## src/rtl/softsw_arbiter_if.sv

```systemverilog
// Handshake bundle between the MCU/OSD command sources and the soft-switch arbiter.
// The master side drives commands. The slave side (the arbiter) answers with ready and status.
interface softsw_arbiter_if;
    logic [15:0] mcu_cmd;
    logic        mcu_valid;
    logic        mcu_ready;
    logic [15:0] osd_cmd;
    logic        osd_valid;
    logic        osd_ready;
    logic [15:0] softsw_command;
    logic        busy;
    logic [2:0]  fifo_level;

    modport master (
        output mcu_cmd, mcu_valid, osd_cmd, osd_valid,
        input  mcu_ready, osd_ready, softsw_command, busy, fifo_level
    );

    modport slave (
        input  mcu_cmd, mcu_valid, osd_cmd, osd_valid,
        output mcu_ready, osd_ready, softsw_command, busy, fifo_level
    );
endinterface

```

## src/rtl/softsw_arbiter.sv

```systemverilog
// Round-robin arbiter for MCU/OSD soft-switch commands. It feeds a 4-deep FIFO and an IDLE/DRIVE/GAP sequencer.
// Optional macro SOFTSW_DEDUP_EN: drop a popped command that equals the last one driven.
module softsw_arbiter #(
    parameter int HOLD_CYCLES = 4,
    parameter int GAP_CYCLES  = 2
) (
    input  logic          clk,
    input  logic          reset,
    softsw_arbiter_if.slave bus
);
    localparam logic [15:0] NOP   = 16'hFF00;
    localparam logic [7:0]  HOLD8 = 8'(HOLD_CYCLES);
    localparam logic [7:0]  GAP8  = 8'(GAP_CYCLES);

    typedef enum logic [1:0] {IDLE, DRIVE, GAP} state_t;

    state_t      state;
    logic [7:0]  cnt;
    logic [15:0] fifo [4];
    logic [1:0]  wr_ptr, rd_ptr;
    logic [2:0]  level;
    logic        rr_osd;
    logic        full, grant_mcu, grant_osd, push, pop, dup;
    logic [15:0] push_data, head;

`ifdef SOFTSW_DEDUP_EN
    logic [15:0] last_cmd;
    assign dup = (head == last_cmd);
`else
    assign dup = 1'b0;
`endif

    // Ready never looks at a same-cycle pop, so a full FIFO never passes a command through.
    assign full      = (level == 3'd4);
    assign grant_mcu = !reset && bus.mcu_valid && !full && (!bus.osd_valid || !rr_osd);
    assign grant_osd = !reset && bus.osd_valid && !full && (!bus.mcu_valid || rr_osd);
    assign push      = grant_mcu || grant_osd;
    assign push_data = grant_mcu ? bus.mcu_cmd : bus.osd_cmd;
    assign head      = fifo[rd_ptr];
    assign pop       = (state == IDLE) && (level != 3'd0);

    assign bus.mcu_ready  = grant_mcu;
    assign bus.osd_ready  = grant_osd;
    assign bus.fifo_level = level;
    assign bus.busy       = (level != 3'd0) || (state != IDLE);

    always_ff @(posedge clk) begin
        if (push)
            fifo[wr_ptr] <= push_data;
    end

    always_ff @(posedge clk) begin
        if (reset) begin
            wr_ptr             <= 2'd0;
            rd_ptr             <= 2'd0;
            level              <= 3'd0;
            rr_osd             <= 1'b0;
            state              <= IDLE;
            cnt                <= 8'd0;
            bus.softsw_command <= NOP;
`ifdef SOFTSW_DEDUP_EN
            last_cmd           <= NOP;
`endif
        end else begin
            if (push) begin
                wr_ptr <= wr_ptr + 2'd1;
                rr_osd <= grant_mcu;
            end
            if (pop)
                rd_ptr <= rd_ptr + 2'd1;
            level <= level + {2'b00, push} - {2'b00, pop};

            case (state)
                IDLE: begin
                    // A duplicate is popped and discarded; the sequencer stays idle.
                    if (pop && !dup) begin
                        state              <= DRIVE;
                        cnt                <= HOLD8;
                        bus.softsw_command <= head;
                    end
                end
                DRIVE: begin
                    if (cnt == 8'd1) begin
                        state              <= GAP;
                        cnt                <= GAP8;
                        bus.softsw_command <= NOP;
`ifdef SOFTSW_DEDUP_EN
                        last_cmd           <= bus.softsw_command;
`endif
                    end else begin
                        cnt <= cnt - 8'd1;
                    end
                end
                GAP: begin
                    if (cnt == 8'd1) begin
                        state <= IDLE;
                        cnt   <= 8'd0;
                    end else begin
                        cnt <= cnt - 8'd1;
                    end
                end
                default: begin
                    state              <= IDLE;
                    cnt                <= 8'd0;
                    bus.softsw_command <= NOP;
                end
            endcase
        end
    end
endmodule

```

## src/flat_wrapper.sv

```systemverilog
// flat-port wrapper written by rule: the top's interface ports become plain ports
module softsw_arbiter_flat 
#(
    parameter int HOLD_CYCLES = 4,
    parameter int GAP_CYCLES  = 2
)
  (clk, reset, bus_mcu_cmd, bus_mcu_valid, bus_osd_cmd, bus_osd_valid, bus_mcu_ready, bus_osd_ready, bus_softsw_command, bus_busy, bus_fifo_level);
  softsw_arbiter_if bus_i ();
  input  logic clk;
  input  logic reset;
  input wire logic [$bits(bus_i.mcu_cmd)-1:0] bus_mcu_cmd;
  input wire logic [$bits(bus_i.mcu_valid)-1:0] bus_mcu_valid;
  input wire logic [$bits(bus_i.osd_cmd)-1:0] bus_osd_cmd;
  input wire logic [$bits(bus_i.osd_valid)-1:0] bus_osd_valid;
  output wire logic [$bits(bus_i.mcu_ready)-1:0] bus_mcu_ready;
  output wire logic [$bits(bus_i.osd_ready)-1:0] bus_osd_ready;
  output wire logic [$bits(bus_i.softsw_command)-1:0] bus_softsw_command;
  output wire logic [$bits(bus_i.busy)-1:0] bus_busy;
  output wire logic [$bits(bus_i.fifo_level)-1:0] bus_fifo_level;
  assign bus_i.mcu_cmd = bus_mcu_cmd;
  assign bus_i.mcu_valid = bus_mcu_valid;
  assign bus_i.osd_cmd = bus_osd_cmd;
  assign bus_i.osd_valid = bus_osd_valid;
  assign bus_mcu_ready = bus_i.mcu_ready;
  assign bus_osd_ready = bus_i.osd_ready;
  assign bus_softsw_command = bus_i.softsw_command;
  assign bus_busy = bus_i.busy;
  assign bus_fifo_level = bus_i.fifo_level;
  softsw_arbiter #(.HOLD_CYCLES(HOLD_CYCLES), .GAP_CYCLES(GAP_CYCLES)) u_core (.clk(clk), .reset(reset), .bus(bus_i));
endmodule
```

## config.mk

```make
export PLATFORM = sky130hd
export DESIGN_NAME = softsw_arbiter_flat
export DESIGN_NICKNAME = d
export VERILOG_FILES = /design/src/rtl/softsw_arbiter_if.sv /design/src/rtl/softsw_arbiter.sv /design/src/flat_wrapper.sv
export SDC_FILE = /design/constraint.sdc
export NUM_CORES = 1
export LEC_CHECK = 0
export ABC_AREA = 1
export CAP_MARGIN = 5
export CORE_MARGIN = 3
export CORE_UTILIZATION = 50
export CTS_CLUSTER_DIAMETER = 30
export DETAILED_ROUTE_END_ITERATION = 6
export PLACE_DENSITY = 0.76
export SLEW_MARGIN = 25
export SYNTH_ARGS = -nofsm -noshare
export SYNTH_HDL_FRONTEND = slang
export SYNTH_SLANG_ARGS = --single-unit
```

## constraint.sdc

```tcl
create_clock -name clk -period 2.1 [get_ports clk]
set_input_delay 0.42 -clock clk [delete_from_list [all_inputs] [get_ports clk]]
set_output_delay 0.42 -clock clk [all_outputs]
set_load 0.02 [all_outputs]
```

After elaboration in Yosys (flattened, before gate mapping)
Memories as Yosys holds them, arrays and structs flattened. A register that Yosys moved wholly into a read port is not among the register bits.
Index checks and enable logic that the tools add are counted.
{"block": "op_classes", "n_addsub": 5, "mul": 0, "n_div": 0, "magnitude_cmp": 0, "eq_ne": 7, "shifts": 0, "mux": 16, "bitwise_logic": 1, "n_reduce_logical": 21}
{"op": "2-to-1 mux 16 bit", "n": 3}
{"op": "one-hot mux 16 bit (3 select lines)", "n": 1}
{"op": "2-to-1 mux 8 bit", "n": 3}
{"op": "one-hot mux 8 bit (3 select lines)", "n": 1}
{"op": "2-to-1 mux 2 bit", "n": 5}
{"op": "equality test 8 x 1 -> 1 bit, second input constant", "n": 1}
{"op": "subtractor 8 x 1 -> 8 bit, second input constant", "n": 1}
{"op": "logical AND 1 bit", "n": 7}
{"op": "inequality test 2 x 1 -> 1 bit, second input constant", "n": 3}
{"op": "one-hot mux 2 bit (3 select lines)", "n": 1}
{"op": "AND reduction 3 bit", "n": 2}
{"op": "zero test 1 bit", "n": 5}
{"op": "adder 2 x 1 -> 2 bit, second input constant", "n": 2}
{"op": "logical OR 1 bit", "n": 4}
{"op": "adder 3 x 1 -> 3 bit", "n": 1}
{"op": "equality test 3 bit, second input constant", "n": 1}
{"op": "nonzero test 3 bit", "n": 1}
{"op": "subtractor 3 x 1 -> 3 bit", "n": 1}
{"op": "equality test 2 x 1 -> 1 bit, second input constant", "n": 1}
{"op": "equality test 2 bit, second input constant", "n": 1}
{"op": "zero test 2 bit", "n": 1}
{"op": "2-to-1 mux 1 bit", "n": 2}
{"op": "nonzero test 2 bit", "n": 1}
{"op": "inverter 1 bit", "n": 1}
{"block": "word_totals", "reg_bits": 34, "latch_bits": 0, "ram_bits": 64, "romBits": 0, "in_bits": 36, "output_inout_bits": 22, "word_cells": 58, "memories": 1}
{"memory": "u_core.fifo", "depth": 4, "width": 16, "read_ports": 1, "rd_clocked_by_memory_dff": 1, "wr": 1, "line": "softsw_arbiter.sv:19", "text": "logic [15:0] fifo [4];"}

Depth between registers and ports, before layout
Gate-level depths: netlist of the first run.
{"block": "logic_depth", "depth_word": 7, "depth_mapped": 10, "ltp_nobuf": 10}

Least setup slack after synthesis of the first run
Ideal clock, no wire load.
{"block": "synth_path", "path_kind": "in2reg", "start": "input reset", "end": "memory u_core.fifo[0][0], enable pin", "setup_ns": 0.389, "t_arrival_ns": 1.872, "t_required_ns": 1.711, "slack_ns": -0.160, "cell_stages": 6, "n_path_buf": 1, "path_cell_list": "clkbuf_1 -> inv_2 -> nand4_2 -> nand2_1 -> inv_1 -> nor2_1"}
{"block": "synth_via", "elab_chain_len": 7, "word_cells_on_any_way": 10, "classes_between": "2 x mux; 8 x reduce/logical"}
{"element": "from (decl)", "line": "flat_wrapper.sv:10", "text": "input logic reset;"}
{"element": "zero test 1 bit *", "line": "softsw_arbiter.sv:35, softsw_arbiter.sv:36"}
{"element": "logical AND 1 bit (on tied branches) (3 in series)", "line": "softsw_arbiter.sv:35, softsw_arbiter.sv:36"}
{"element": "logical OR 1 bit *", "line": "softsw_arbiter.sv:37", "text": "assign push = grant_mcu || grant_osd;"}
{"element": "net u_core.push", "line": "softsw_arbiter.sv:23", "text": "logic full, grant_mcu, grant_osd, push, pop, dup;"}
{"element": "2-to-1 mux 1 bit *", "line": "softsw_arbiter.sv:48", "text": "if (push)"}
{"element": "2-to-1 mux 1 bit (implied by the code) *", "line": "softsw_arbiter.sv:49", "text": "fifo[wr_ptr] <= push_data;"}
{"element": "to (decl)", "line": "softsw_arbiter.sv:19"}
Mark *: on every way through the listed nets, which the timed path passes. The rest lies on a longest branch.

Worst setup path in the final report of the first run
{"block": "layout_path", "start": "register u_core.level[2] (netlist: u_core.bus.fifo_level[2])", "end": "output bus_busy"}
{"block": "layout_via", "elab_chain_len": 2}
{"element": "from (decl)", "line": "softsw_arbiter.sv:21", "text": "logic [2:0] level;"}
{"element": "from (signal assigned)", "line": "softsw_arbiter.sv:71", "text": "level <= level + {2'b00, push} - {2'b00, pop};"}
{"element": "nonzero test 3 bit", "line": "softsw_arbiter.sv:45", "text": "assign bus.busy = (level != 3'd0) || (state != IDLE);"}
{"element": "logical OR 1 bit", "line": "softsw_arbiter.sv:45"}
{"element": "to (decl)", "line": "flat_wrapper.sv:18", "text": "output wire logic [$bits(bus_i.busy)-1:0] bus_busy;"}
No other way between the ends.

==> results.yml, run 1 <==
cells_and_area:
  final_area_um2: 5517
  final_layout_size_suffix_gt1_share_pct: 11.66
  seqCellArea_um2: 2643
  syn_to_final_growth_pct: 22.98
  fin_nets: 606
  diodes: 0
  multi_input_area_um2: 1511
  fill_cells: 679
timing:
  final-hold-violation-count: 0
  post-route-min-period_ns: 2.000
  maxSlewHeadroom_pct: 64.92
  rsz0062_at_grt: "no"
  clock_skew_ns: 0.009860
  setup_slack_ns: 0.09958
  worst_slew_pin_slew_ns: 0.5257
  max_clock_freq_ghz: 0.4999
  setup_violations: 0
  period_share_pct: 95.26
  drv_slew: 0
run:
  max_cap_violations: 0
clock_tree:
  htreeDepth: 3
  cts_root_buf: "clkbuf_8"
  cts_sinks: 100
  cts_tree: "done"
  post_cts_buffers: 0
  clk_latency_ns: 0.36
  cts_buffers: 9
  clk_path_buf_depth: 2
  cts.clk_slew.worst_paths_ns: 0.10
critical_path:
  critPathMaxStageDelay_ns: 0.61
  arrival_ns: 1.58
  worstSetupEndpointType: "output pin"
  crit_chain: "inv_1 > nand3_2 > clkdlybuf4s50_1"
  cp_slowest_cell: "clkdlybuf4s50_1"
  crit_type: "reg -> out"
  crit_required_ns: 1.68
  cp_max_fo: 4
  critical_path.startpoint_type: "flop"
yosys:
  synth.area.top_cells: "edfxtp_1 (43%), dfxtp_1 (16%), nand2_1 (11%)"
  ys.flop_type: "edfxtp_1"
  avgSynthCellArea_um2: 9.211
  ys_seq_area_share_pct: 58.91
  yosysTopAreaCell: "edfxtp_1"
  ys_ff_latch: 100
  synthArstFlopShare_pct: 0
  synth.most_common_cell: "nand2_1"
  synthTopCellsByCount: "nand2_1 (137), edfxtp_1 (64), inv_1 (63), nor2_1 (42), dfxtp_1 (36)"
  postSynthCellCount: 487
  synth_top_area_share_pct: 42.85
  ys_types: 32
  synthesis.area_um2: 4486
  yosysWarnings: 0
  synth_nets: 532
  synth_edf_count: 64
power_and_ir_drop:
  ir_drop_uv: 517.8
  power.leakage_nw: 2.396
  power_mw: 7.241
  power.density_nw_per_um2: 1313
die:
  die_h_um: 100.7
  fp-row-count: 33
  die_area_um2: 10140
  core-area_um2: 8464
  start_util_pct: 52.99
  ios: 58
  die_w_um: 100.7
drt:
  viasPerCell: 4.993
  drc: 0
  vias: 3350
  drtAntennaViolNets: 0
  wirelength_um: 9029
  first_pass_iters: 5
  post_drt_wl_per_cell_um: 13.46
  initialDrtViolationCount: 245
placed_design:
  post-place-ws_ns: -0.2103
  gp_congestion: 0.7983
  io_buffers: 57
  dp_hpwl_um: 6626
  place_area_um2: 5309
grt:
  grt_pass1_vias: 3180
  grt_pass1_wl_um: 15030
  grt_start_max_net_pins: 33
  grt_antenna_before_repair: 0
  grt-ovfl-total: 0
  grt_use_total_pct: 19.16
worst_hold_path:
  min_path_type: "reg -> reg"
run_status:
  status: "finished, final reports clean"
[repair_timing]
item / 4_1_cts / 5_1_grt
hold buffers: 0 / 0
setup endpoints to repair: 2 / 4
gates resized for setup: 2 / 4
[final cells by class]
type | count | area share [%]
Clock buffer | 11 | 2.767
Clock inverter | 5 | 1.043
Inverter | 66 | 4.536
Multi-Input combinational cell | 303 | 27.40
Sequential cell | 100 | 47.90
Tap cell | 105 | 2.381
Timing Repair Buffer | 81 | 13.97
[routing by layer]
metal | up-vias | global-route usage (%) | share of wire [%]
li1 | 1727 | - | -
met1 | 1516 | 24.94 | 45
met2 | 92 | 31.54 | 48
met3 | 15 | 2.907 | 4.7
met4 | 0 | 8.808 | 2.3
met5 | - | 0 | 0
[power breakdown]
part | leakage (nW) | internal (mW) | total, mW | switching (mW)
clock network | 0.109 | 0.626 | 1.28 | 0.651
registers | 0.882 | 2.52 | 2.73 | 0.211
logic | 1.41 | 1.26 | 3.24 | 1.97
total | 2.40 | 4.40 | 7.24 | 2.84
[placed cells by master (no fill, tap or decap), drive strengths merged, types with 2 or more instances in the layout]
| master | netlist | layout |
|---|---|---|
| clkinv | 0 | 3 |
| xor2 | 3 | 3 |
| nor2 | 49 | 49 |
| nand4 | 10 | 10 |
| clkdlybuf4s50 | 0 | 55 |
| o21ai | 19 | 19 |
| nor3 | 2 | 2 |
| a21oi | 10 | 10 |
| inv | 66 | 67 |
| buf | 5 | 24 |
| o211ai | 16 | 16 |
| clkbuf | 13 | 12 |
| edfxtp | 64 | 64 |
| nand2 | 138 | 138 |
| dfxtp | 36 | 36 |
| nand3 | 33 | 33 |
| ha | 8 | 8 |
| or2 | 10 | 10 |
[final timing paths]
kind / slack [ns] / depth (start not counted) / startpoint / to
min: 0.48 / 2 / u_core.bus.softsw_command[13]$_SDFFE_PP1P_ / u_core.bus.softsw_command[13]$_SDFFE_PP1P_
max reg2reg: 0.16 / 10 / u_core.bus.fifo_level[1]$_SDFF_PP0_ / u_core.bus.fifo_level[2]$_SDFF_PP0_
min reg2reg: 0.48 / 2 / u_core.bus.softsw_command[13]$_SDFFE_PP1P_ / u_core.bus.softsw_command[13]$_SDFFE_PP1P_
max: 0.1 / 3 / u_core.bus.fifo_level[2]$_SDFF_PP0_ / bus_busy
[stage by stage]
stage	TNS [ns]	instances	hold slack (ns)	utilization, %
3_5_place_dp	-10.49	655	0.4645	62.72
4_1_cts	0	671	0.4880	65.17
6_report	0	671	0.4799	65.17
5_1_grt	0	671	0.5052	65.17
2_1_floorplan	-10.26	487	0.4619	-
3_3_place_gp	-8.214	655	0.4544	62.72
[sequential cells by signal, indices dropped and copies added, names as in the netlist, named ones only]
name,cells
u_core.state,2
u_core.rr_osd,1
u_core.rd_ptr,2
u_core.wr_ptr,2
u_core.cnt,8
u_core.bus.softsw_command,16
u_core.bus.fifo_level,3
u_core.fifo,64
[logic make-up (layout without fill, tap and decap cells)]
group / count (synthesis) / in the layout / synth area share [%]
XOR/XNOR: 4 / 4 / 0.7812
AO/OA/AOI/OAI: 47 / 47 / 6.500
AND/OR/NAND/NOR: 243 / 243 / 23.68
flip-flops: 100 / 100 / 58.91
adder cells (fa/ha/maj): 9 / 9 / 2.678
buffers and inverters: 84 / 163 / 7.448
[worst max-delay path, delay by kind of cell, from the launching register on]
family | cells | cell delay (ns)
buffers and inverters | 2 | 0.69
DFF | 1 | 0.40
and+or+nand+nor | 1 | 0.11
Note: power is estimated with default switching activity, not from simulation.
==> run 2, diff against run 1 <==
--- a/config.mk
+++ b/config.mk
@@ -8,10 +8,12 @@
 export ABC_AREA = 1
 export CAP_MARGIN = 5
 export CORE_MARGIN = 3
-export CORE_UTILIZATION = 50
+export CORE_UTILIZATION = 55
 export CTS_CLUSTER_DIAMETER = 30
 export DETAILED_ROUTE_END_ITERATION = 6
-export PLACE_DENSITY = 0.76
+export DONT_BUFFER_PORTS = 1
+export PLACE_DENSITY = 0.73
+export REMOVE_ABC_BUFFERS = 1
 export SLEW_MARGIN = 25
 export SYNTH_ARGS = -nofsm -noshare
 export SYNTH_HDL_FRONTEND = slang
==> results.yml, run 2 (synthesis results as in run 1) <==
critical_path:
  critPathMaxStageDelay_ns: 0.36
  critPathCapture: "bus_busy"
  r2r_slack_ns: 0.26
  crit_top_cell: "buf_4"
  r2r_start: "u_core.bus.fifo_level[1]$_SDFF_PP0_"
  cp_max_fo: 18
  startpoint: "u_core.state[1]$_SDFFE_PP0P_"
  crit_required_ns: 1.68
  worst-path-stages: 4
  cp_slowest_cell: "dfxtp_1"
  r2r-end: "u_core.bus.fifo_level[2]$_SDFF_PP0_"
  crit_type: "reg -> out"
  path_delay_family: "buffers and inverters"
  critPathBufInv: 2
  r2r_cells: 10
  worstSetupEndpointType: "output pin"
  critical_path.startpoint_type: "flop"
  arrival_ns: 1.53
  crit_chain: "nor2_4 > buf_4 > nand3_4 > buf_4"
die:
  core-area_um2: 7807
  die_area_um2: 9276
  ios: 58
  start_util_pct: 57.45
  die_w_um: 96.31
  die_h_um: 96.31
  fp-row-count: 32
clock_tree:
  cts_buffers: 9
  cts_resized: 1
  clk_path_buf_depth: 2
  cts_tree: "done"
  post_cts_buffers: 0
  cts.clk_slew.worst_paths_ns: 0.10
  cts_sinks: 100
  htreeDepth: 3
  cts_root_buf: "clkbuf_8"
  postCtsHoldBufs: 0
  clk_latency_ns: 0.36
power_and_ir_drop:
  power.density_nw_per_um2: 1407
  ir_drop_uv: 639.4
  power.leakage_nw: 2.140
  power_mw: 6.886
timing:
  tns_ns: 0
  maxSlewHeadroom_pct: 56.54
  max_clock_freq_ghz: 0.5124
  setup_violations: 0
  period_share_pct: 92.94
  post-route-min-period_ns: 1.952
  setup_slack_ns: 0.1483
  drv_slew: 0
  final-hold-violation-count: 0
  worst_slew_pin_slew_ns: 0.6512
  clock_skew_ns: 0.007088
  rsz0062_at_grt: "no"
  hold_slack_ns: 0.1142
drt:
  initialDrtViolationCount: 168
  post_drt_wl_per_cell_um: 15.34
  viasPerCell: 5.273
  drc: 0
  first_pass_iters: 4
  wirelength_um: 9328
  vias: 3206
  drtAntennaViolNets: 0
cells_and_area:
  final_area_um2: 4895
  final_common_cell: "nand2_1"
  final_layout_size_suffix_gt1_share_pct: 12.06
  fin_nets: 546
  diodes: 0
  regMostFlops: "u_core.fifo"
  final_cell_mix: "nand2_1 (137), edfxtp_1 (64), inv_1 (63)"
  top_regs: "u_core.fifo (64), u_core.bus.softsw_command (16), u_core.cnt (8)"
  final_util_pct: 62.69
  largest_reg_flops: 64
  stdcell_count: 608
  syn_to_final_growth_pct: 9.121
grt:
  grt-ovfl-total: 0
  grt_pass1_vias: 3080
  grt_antenna_before_repair: 0
  grt_pass1_wl_um: 14660
  grt_start_max_net_pins: 27
  grt_use_total_pct: 21.35
placed_design:
  gp_congestion: 0.7925
  place_area_um2: 4700
  dp_hpwl_um: 6225
  io_buffers: 0
  dp_cells: 592
  post-place-ws_ns: 0.2615
run_status:
  status: "finished, final reports clean"
run:
  max_cap_violations: 0
worst_hold_path:
  min_path_type: "in -> reg"
## run 2: changes by cell type in the layout (fill, tap and decap cells not counted), sizes merged
cell	delta
buf	-3
clkinv	-1
inv	+2
clkdlybuf4s50	-55
clkinvlp	+1
bufinv	-1
clkdlybuf4s15	-1
clkbuf	-2
## run 2: worst min-delay path by stage
stage	start	end	slack, ns	cells after the start
after floorplan	u_core.rr_osd$_SDFFE_PP0P_	u_core.rr_osd$_SDFFE_PP0P_	0.46	2
after global placement	u_core.rr_osd$_SDFFE_PP0P_	u_core.rr_osd$_SDFFE_PP0P_	0.48	2
after detailed placement	u_core.rr_osd$_SDFFE_PP0P_	u_core.rr_osd$_SDFFE_PP0P_	0.49	2
after CTS	reset	u_core.cnt[2]$_SDFFE_PP0P_	0.1	1
after global routing	reset	u_core.bus.fifo_level[1]$_SDFF_PP0_	0.1	1
final	reset	u_core.cnt[2]$_SDFFE_PP0P_	0.11	1
## run 2: routing by layer
layer | global-route usage, % | vias to the layer above | share of wire (%)
li1 | - | 1610 | -
met1 | 25.40 | 1496 | 41
met2 | 38.01 | 89 | 51
met3 | 5.160 | 11 | 6.5
met4 | 6.659 | 0 | 1.2
met5 | 0 | - | 0
## run 2: power breakdown
part | leakage (nW) | internal (mW) | switching, mW
Clock | 0.0894 | 0.453 | 0.687
Combinational | 1.17 | 1.01 | 1.85
Sequential | 0.882 | 2.52 | 0.365
Total | 2.14 | 3.98 | 2.91
## run 2: worst reg2reg max path, delay by kind of cell (launching register included)
kind	cells	cell delay (ns)
adders and majority gates	3	0.81
DFF	1	0.32
and+or+nand+nor	3	0.29
AOI/OAI and AO/OA	2	0.23
buffers and inverters	2	0.09
## run 2: cell type report
| class | instances | area (µm²) |
|---|---|---|
| fillers | 675 | 2913 |
| flip-flops and latches | 100 | 2643 |
| multi-input cells | 303 | 1516 |
| inverters | 66 | 252.7 |
| repair buffers | 21 | 173.9 |
| clock buffers | 10 | 127.6 |
| well taps | 102 | 127.6 |
| clock inverters | 6 | 53.80 |
